--- src/rtl/des_pkg.sv ---
// Shared DES key-schedule constants: permutation tables, per-round rotation
// amounts and FSM state encoding.
package des_pkg;

  // Entry j holds the 1-based source bit (bit 1 = MSB) for output bit j+1.
  localparam int PC1_TAB [56] = '{
    57, 49, 41, 33, 25, 17,  9,
     1, 58, 50, 42, 34, 26, 18,
    10,  2, 59, 51, 43, 35, 27,
    19, 11,  3, 60, 52, 44, 36,
    63, 55, 47, 39, 31, 23, 15,
     7, 62, 54, 46, 38, 30, 22,
    14,  6, 61, 53, 45, 37, 29,
    21, 13,  5, 28, 20, 12,  4
  };

  localparam int PC2_TAB [48] = '{
    14, 17, 11, 24,  1,  5,
     3, 28, 15,  6, 21, 10,
    23, 19, 12,  4, 26,  8,
    16,  7, 27, 20, 13,  2,
    41, 52, 31, 37, 47, 55,
    30, 40, 51, 45, 33, 48,
    44, 49, 39, 56, 34, 53,
    46, 42, 50, 36, 29, 32
  };

  localparam logic [1:0] SHIFT_SCHEDULE [16] = '{
    2'd1, 2'd1, 2'd2, 2'd2, 2'd2, 2'd2, 2'd2, 2'd2,
    2'd1, 2'd2, 2'd2, 2'd2, 2'd2, 2'd2, 2'd2, 2'd1
  };

  typedef enum logic [1:0] {
    ST_IDLE   = 2'd0,
    ST_GEN    = 2'd1,
    ST_FINISH = 2'd2
  } state_e;

endpackage

--- src/rtl/des_pc1_permutation.sv ---
// PC-1: selects the 56 non-parity key bits into the C||D order.
module des_pc1_permutation
  import des_pkg::*;
(
  input  logic [1:64] key_i,
  output logic [1:56] cd_o
);

  for (genvar j = 1; j <= 56; j++) begin : g_bit
    assign cd_o[j] = key_i[PC1_TAB[j-1]];
  end

  // Parity bits are dropped by the table.
  logic unused_parity;
  assign unused_parity = ^{key_i[8], key_i[16], key_i[24], key_i[32],
                           key_i[40], key_i[48], key_i[56], key_i[64]};

endmodule

--- src/rtl/des_pc2_permutation.sv ---
// PC-2: compresses the rotated C||D pair into one 48-bit round key.
module des_pc2_permutation
  import des_pkg::*;
(
  input  logic [1:56] cd_i,
  output logic [1:48] rk_o
);

  for (genvar j = 1; j <= 48; j++) begin : g_bit
    assign rk_o[j] = cd_i[PC2_TAB[j-1]];
  end

  // The eight positions PC-2 discards.
  logic unused_drop;
  assign unused_drop = ^{cd_i[9], cd_i[18], cd_i[22], cd_i[25],
                         cd_i[35], cd_i[38], cd_i[43], cd_i[54]};

endmodule

--- src/rtl/des_key_schedule.sv ---
// Iterative DES key schedule: one round key per cycle into a packed 16-slot
// bus, forward order for encryption or reversed for decryption.
module des_key_schedule
  import des_pkg::*;
#(
  parameter int NUM_ROUNDS = 16,
  parameter int KEY_W      = 48
) (
  input  logic                          clk,
  input  logic                          rst,
  input  logic                          start,
  input  logic [1:64]                   key,
  input  logic                          decrypt,
  output logic                          busy,
  output logic                          done,
  output logic [1:NUM_ROUNDS*KEY_W]     round_keys
);

  state_e                      state_q;
  logic [1:28]                 c_q, d_q, c_d, d_d;
  logic [3:0]                  cnt_q, slot;
  logic                        mode_q, busy_q, done_q;
  logic [1:NUM_ROUNDS*KEY_W]   keys_q;
  logic [1:56]                 pc1_out;
  logic [1:KEY_W]              rk;

  des_pc1_permutation u_pc1 (.key_i(key), .cd_o(pc1_out));
  des_pc2_permutation u_pc2 (.cd_i({c_d, d_d}), .rk_o(rk));

  always_comb begin
    c_d = {c_q[2:28], c_q[1]};
    d_d = {d_q[2:28], d_q[1]};
    if (SHIFT_SCHEDULE[cnt_q] == 2'd2) begin
      c_d = {c_q[3:28], c_q[1:2]};
      d_d = {d_q[3:28], d_q[1:2]};
    end
    // Decrypt fills slots from the top so K16 lands in slot 1.
    slot = mode_q ? (4'd15 - cnt_q) : cnt_q;
  end

  always_ff @(posedge clk) begin
    if (rst) begin
      state_q <= ST_IDLE;
      c_q     <= '0;
      d_q     <= '0;
      cnt_q   <= '0;
      mode_q  <= 1'b0;
      busy_q  <= 1'b0;
      done_q  <= 1'b0;
      keys_q  <= '0;
    end else begin
      case (state_q)
        ST_IDLE: begin
          done_q <= 1'b0;
          if (start) begin
            c_q     <= pc1_out[1:28];
            d_q     <= pc1_out[29:56];
            cnt_q   <= '0;
            mode_q  <= decrypt;
            busy_q  <= 1'b1;
            state_q <= ST_GEN;
          end
        end
        ST_GEN: begin
          c_q <= c_d;
          d_q <= d_d;
          keys_q[int'(slot)*KEY_W+1 +: KEY_W] <= rk;
          cnt_q <= cnt_q + 4'd1;
          if (cnt_q == 4'd15) begin
            busy_q  <= 1'b0;
            done_q  <= 1'b1;
            state_q <= ST_FINISH;
          end
        end
        ST_FINISH: begin
          done_q  <= 1'b0;
          state_q <= ST_IDLE;
        end
        default: begin
          busy_q  <= 1'b0;
          done_q  <= 1'b0;
          state_q <= ST_IDLE;
        end
      endcase
    end
  end

  assign busy       = busy_q;
  assign done       = done_q;
  assign round_keys = keys_q;

endmodule

--- config.mk ---
export PLATFORM = sky130hd
export DESIGN_NAME = des_key_schedule
export DESIGN_NICKNAME = d
export VERILOG_FILES = /design/src/rtl/des_pkg.sv /design/src/rtl/des_pc1_permutation.sv /design/src/rtl/des_pc2_permutation.sv /design/src/rtl/des_key_schedule.sv
export SDC_FILE = /design/constraint.sdc
export NUM_CORES = 2
export LEC_CHECK = 0
export CAP_MARGIN = 20
export CELL_PAD_IN_SITES_DETAIL_PLACEMENT = 1
export CELL_PAD_IN_SITES_GLOBAL_PLACEMENT = 1
export CORE_UTILIZATION = 30
export CTS_BUF_LIST = sky130_fd_sc_hd__clkbuf_4
export CTS_CLUSTER_DIAMETER = 120
export DETAILED_ROUTE_END_ITERATION = 6
export PLACE_DENSITY_LB_ADDON = 0.1
export SYNTH_ARGS = -nofsm -noshare
export SYNTH_HDL_FRONTEND = slang
export SYNTH_SLANG_ARGS = --single-unit
--- constraint.sdc ---
create_clock -name clk -period 4.96 [get_ports clk]
set_input_delay 0.744 -clock clk [delete_from_list [all_inputs] [get_ports clk]]
set_output_delay 0.744 -clock clk [all_outputs]
set_load 0.1 [all_outputs]
==> flow_metrics.py <==
metrics = {
    "synth": {
        "synth_ff_type": "dfxtp_1",
        "synth_edf_count": 0,
        "ys_warn_count": 0,
        "synth_nets": 3510,
        "synth_area_mm2": 0.0325,
        "avgSynthCellArea_um2": 9.46,
        "yosysUniqueCellTypes": 86,
        "syn_inst": 3436,
        "yosysSeqAreaShare_pct": 51.3,
        "ys_seq_elements": 833,
        "synthArstFlopShare_pct": 0,
    },
    "pwr": {
        "seqPwrFrac_pct": 43.6,
        "p_comb_share_pct": 16.4,
        "switching_share_pct": 32.3,
        "p_total_mw": 15.9,
        "p_sw_mw": 5.14,
        "peakVddDrop_v": 0.000149,
        "clkPwrFrac_pct": 40.0,
        "p_int_mw": 10.7,
        "p_leak_nw": 15.5,
        "powerDensity_mw_per_mm2": 347,
    },
    "drt": {
        "wirelength_um": 160000,
        "vias_per_cell": 5.28,
        "final_antenna_net_count": 0,
        "vias": 31300,
        "drt_iter0_markers": 2074,
        "route.detailed.drc": 0,
        "first_pass_iters": 6,
        "post_drt_wl_per_cell_um": 27.0,
    },
    "global_routing": {
        "grt_use_met3_pct": 8.63,
        "grt_pass1_vias": 31000,
        "gr-usage-all-layers_pct": 28.1,
        "grt_max_degree": 192,
        "grt_util_met1_pct": 33.5,
        "grt_pass1_wl_um": 225000,
        "grt_busiest_layer": "met2",
        "grt_remaining_overflow": 0,
        "antenna_found_initial": 6,
        "use_met2_pct": 46.9,
    },
    "timing": {
        "setup_viol": 0,
        "slew_viol_final": 0,
        "hold_viol_final": 0,
        "tightest_slew_ns": 1.22,
        "setup_tns_ns": 0,
        "fin_crit_ns": 3.99,
        "max-slew-margin-rel_pct": 18.1,
        "rsz0062_at_grt": "no",
        "period_share_pct": 80.5,
        "clock.fmax_mhz": 250,
        "finalClockSkew_ns": 0.0545,
    },
    "clocking": {
        "postCtsHoldBufs": 0,
        "cts_made_buffers": 230,
        "clock-sinks": 833,
        "post_cts_buffers": 0,
        "cts.root.buffer_cell": "clkbuf_4",
        "cts_tree": "yes",
        "htreeDepth": 4,
        "cts_buffer_depth": 3,
        "worstSkewPairLatency_ns": 1.17,
        "path_clk_slew_ns": 0.07,
        "cts_resized": 0,
    },
    "die": {
        "pin_count": 838,
        "core_area_mm2": 0.107,
        "die-area_mm2": 0.110,
        "die_y_um": 331,
        "fp-row-count": 120,
        "initial_core_util_pct": 30.3,
        "die_x_um": 331,
    },
    "final_layout": {
        "layout-drive-gt1-share_pct": 16.7,
        "fin_nets": 4419,
        "area_growth_pct": 40.9,
        "final_common_cell": "dfxtp_1",
        "multi_input_area_mm2": 0.0145,
        "fillerInstances": 12200,
        "seqCellArea_mm2": 0.0167,
        "layout_common_cells": "833 x dfxtp_1, 818 x clkdlybuf4s50_1, 622 x nor2_1",
    },
    "setup_path": {
        "cp-start-kind": "register",
        "endpoint_kind": "register",
        "arrival_ns": 4.98,
        "crit_path_max_fanout": 26,
        "cp.required_ns": 5.94,
        "critPathKind": "register to register",
        "rrSetupSlack_ns": 0.97,
    },
    "placed_design": {
        "dp_hpwl_um": 116000,
        "io_buffers": 829,
        "gp_congestion": 0.891,
    },
    "flow_run": {
        "cap_viol_max_count": 0,
    },
    "run_status": {
        "outcome": "finished clean",
    },
    "hold_path": {
        "hp-class": "input port to register",
    },
}
[cell type report]
class | count | area share, %
timing repair buffer | 1030 | 21.6
inverter | 10 | 0.0874
tap | 1403 | 3.83
multi-input combinational | 2240 | 31.6
sequential | 833 | 36.4
clock buffer | 357 | 5.85
antenna | 9 | 0.0492
clock inverter | 45 | 0.576
[final timing paths]
path                           startpoint                           end  cells after the start
max                 cnt_q[2]$_SDFFE_PP0P_  round_keys[531]$_SDFFE_PP0P_                     12
min                                   rst  round_keys[216]$_SDFFE_PP0P_                      2
max reg2reg         cnt_q[2]$_SDFFE_PP0P_  round_keys[531]$_SDFFE_PP0P_                     12
min reg2reg  round_keys[436]$_SDFFE_PP0P_  round_keys[436]$_SDFFE_PP0P_                      2
[synthesized netlist by cell type (all sizes together), types with 5 or more instances]
library cell  number  area (µm²)
a222oi            32         320
nand3             28         145
o22ai             14        87.6
a32oi              9        78.8
a22oi            122         921
o211ai             5        37.5
a21o               7        52.6
nand2b            22         138
o31ai             16         134
nor4              12         225
clkbuf           190         713
a211oi           515        3920
o21ai            200        1010
mux2              39         439
nor2b              6        37.5
nor3              52         359
mux2i             75         766
dfxtp            833       16700
nand2             63         239
mux4              14         315
and3               5        31.3
nor3b              8        71.3
a31o               8        70.1
ha                 6        75.1
a221oi            15         138
nor2             625        2360
a21oi            229        1190
inv               10        37.5
or3               14        97.6
a2111oi            5        46.3
buf              163         927
o2bb2ai           48         420
[power by group through the flow]
stage / Combinational [mW] / Clock, mW / Sequential [mW]
after floorplan: 0.906 / 0 / 7.71
after global placement: 2.57 / 0 / 7.06
after detailed placement: 2.59 / 0 / 7.07
after CTS: 2.59 / 6.58 / 6.92
after global routing: 2.69 / 6.93 / 6.93
final: 2.60 / 6.36 / 6.92
[sequential cells by signal, summed over array words and instances (netlist names)]
signal,cells
busy,1
c_q,28
cnt_q,4
d_q,28
done,1
mode_q,1
round_keys,768
state_q,2
[through the flow]
step / std cells / setup WS (ns) / utilization (%) / area [µm²] / hold slack, ns
after floorplan: 3436 / 1.62 / - / 32500 / 0.489
after global placement: 5510 / 1.07 / 39.8 / 42700 / 0.438
after detailed placement: 5513 / 1.04 / 39.9 / 42800 / 0.445
after CTS: 5915 / 1.00 / 42.7 / 45700 / 0.0287
after global routing: 5924 / 0.762 / 42.7 / 45800 / 0.0269
final: 5927 / 0.967 / 42.7 / 45800 / 0.125
[metal layers]
metal / vias up / part of all wire (%)
met5: - / 0.023
li1: 14600 / -
met3: 276 / 7.3
met2: 1108 / 48
met1: 15300 / 41
met4: 4 / 3.6
[worst max-delay path, cell delays in order (launching register included)]
cell and delay [ns]:
dfxtp_1 0.31, buf_4 0.27, inv_1 0.17, ha_1 0.41, ha_1 0.43, buf_4 0.27, nor2_1 0.26, o311a_1 0.34
o211ai_1 0.17, a21oi_2 0.14, buf_4 0.27, or2_1 0.61, a211oi_1 0.16
[cell families after synthesis]
kind of cell	after synthesis	synth area share, %
XOR/XNOR	3	0.162
buffers and inverters	363	5.16
AO/OA/AOI/OAI	1249	26.6
adder cells (fa/ha/maj)	6	0.231
flip-flops	833	51.3
multiplexers	128	4.68
AND/OR/NAND/NOR	854	11.9
No activity file was read; power rests on OpenSTA's default activity.
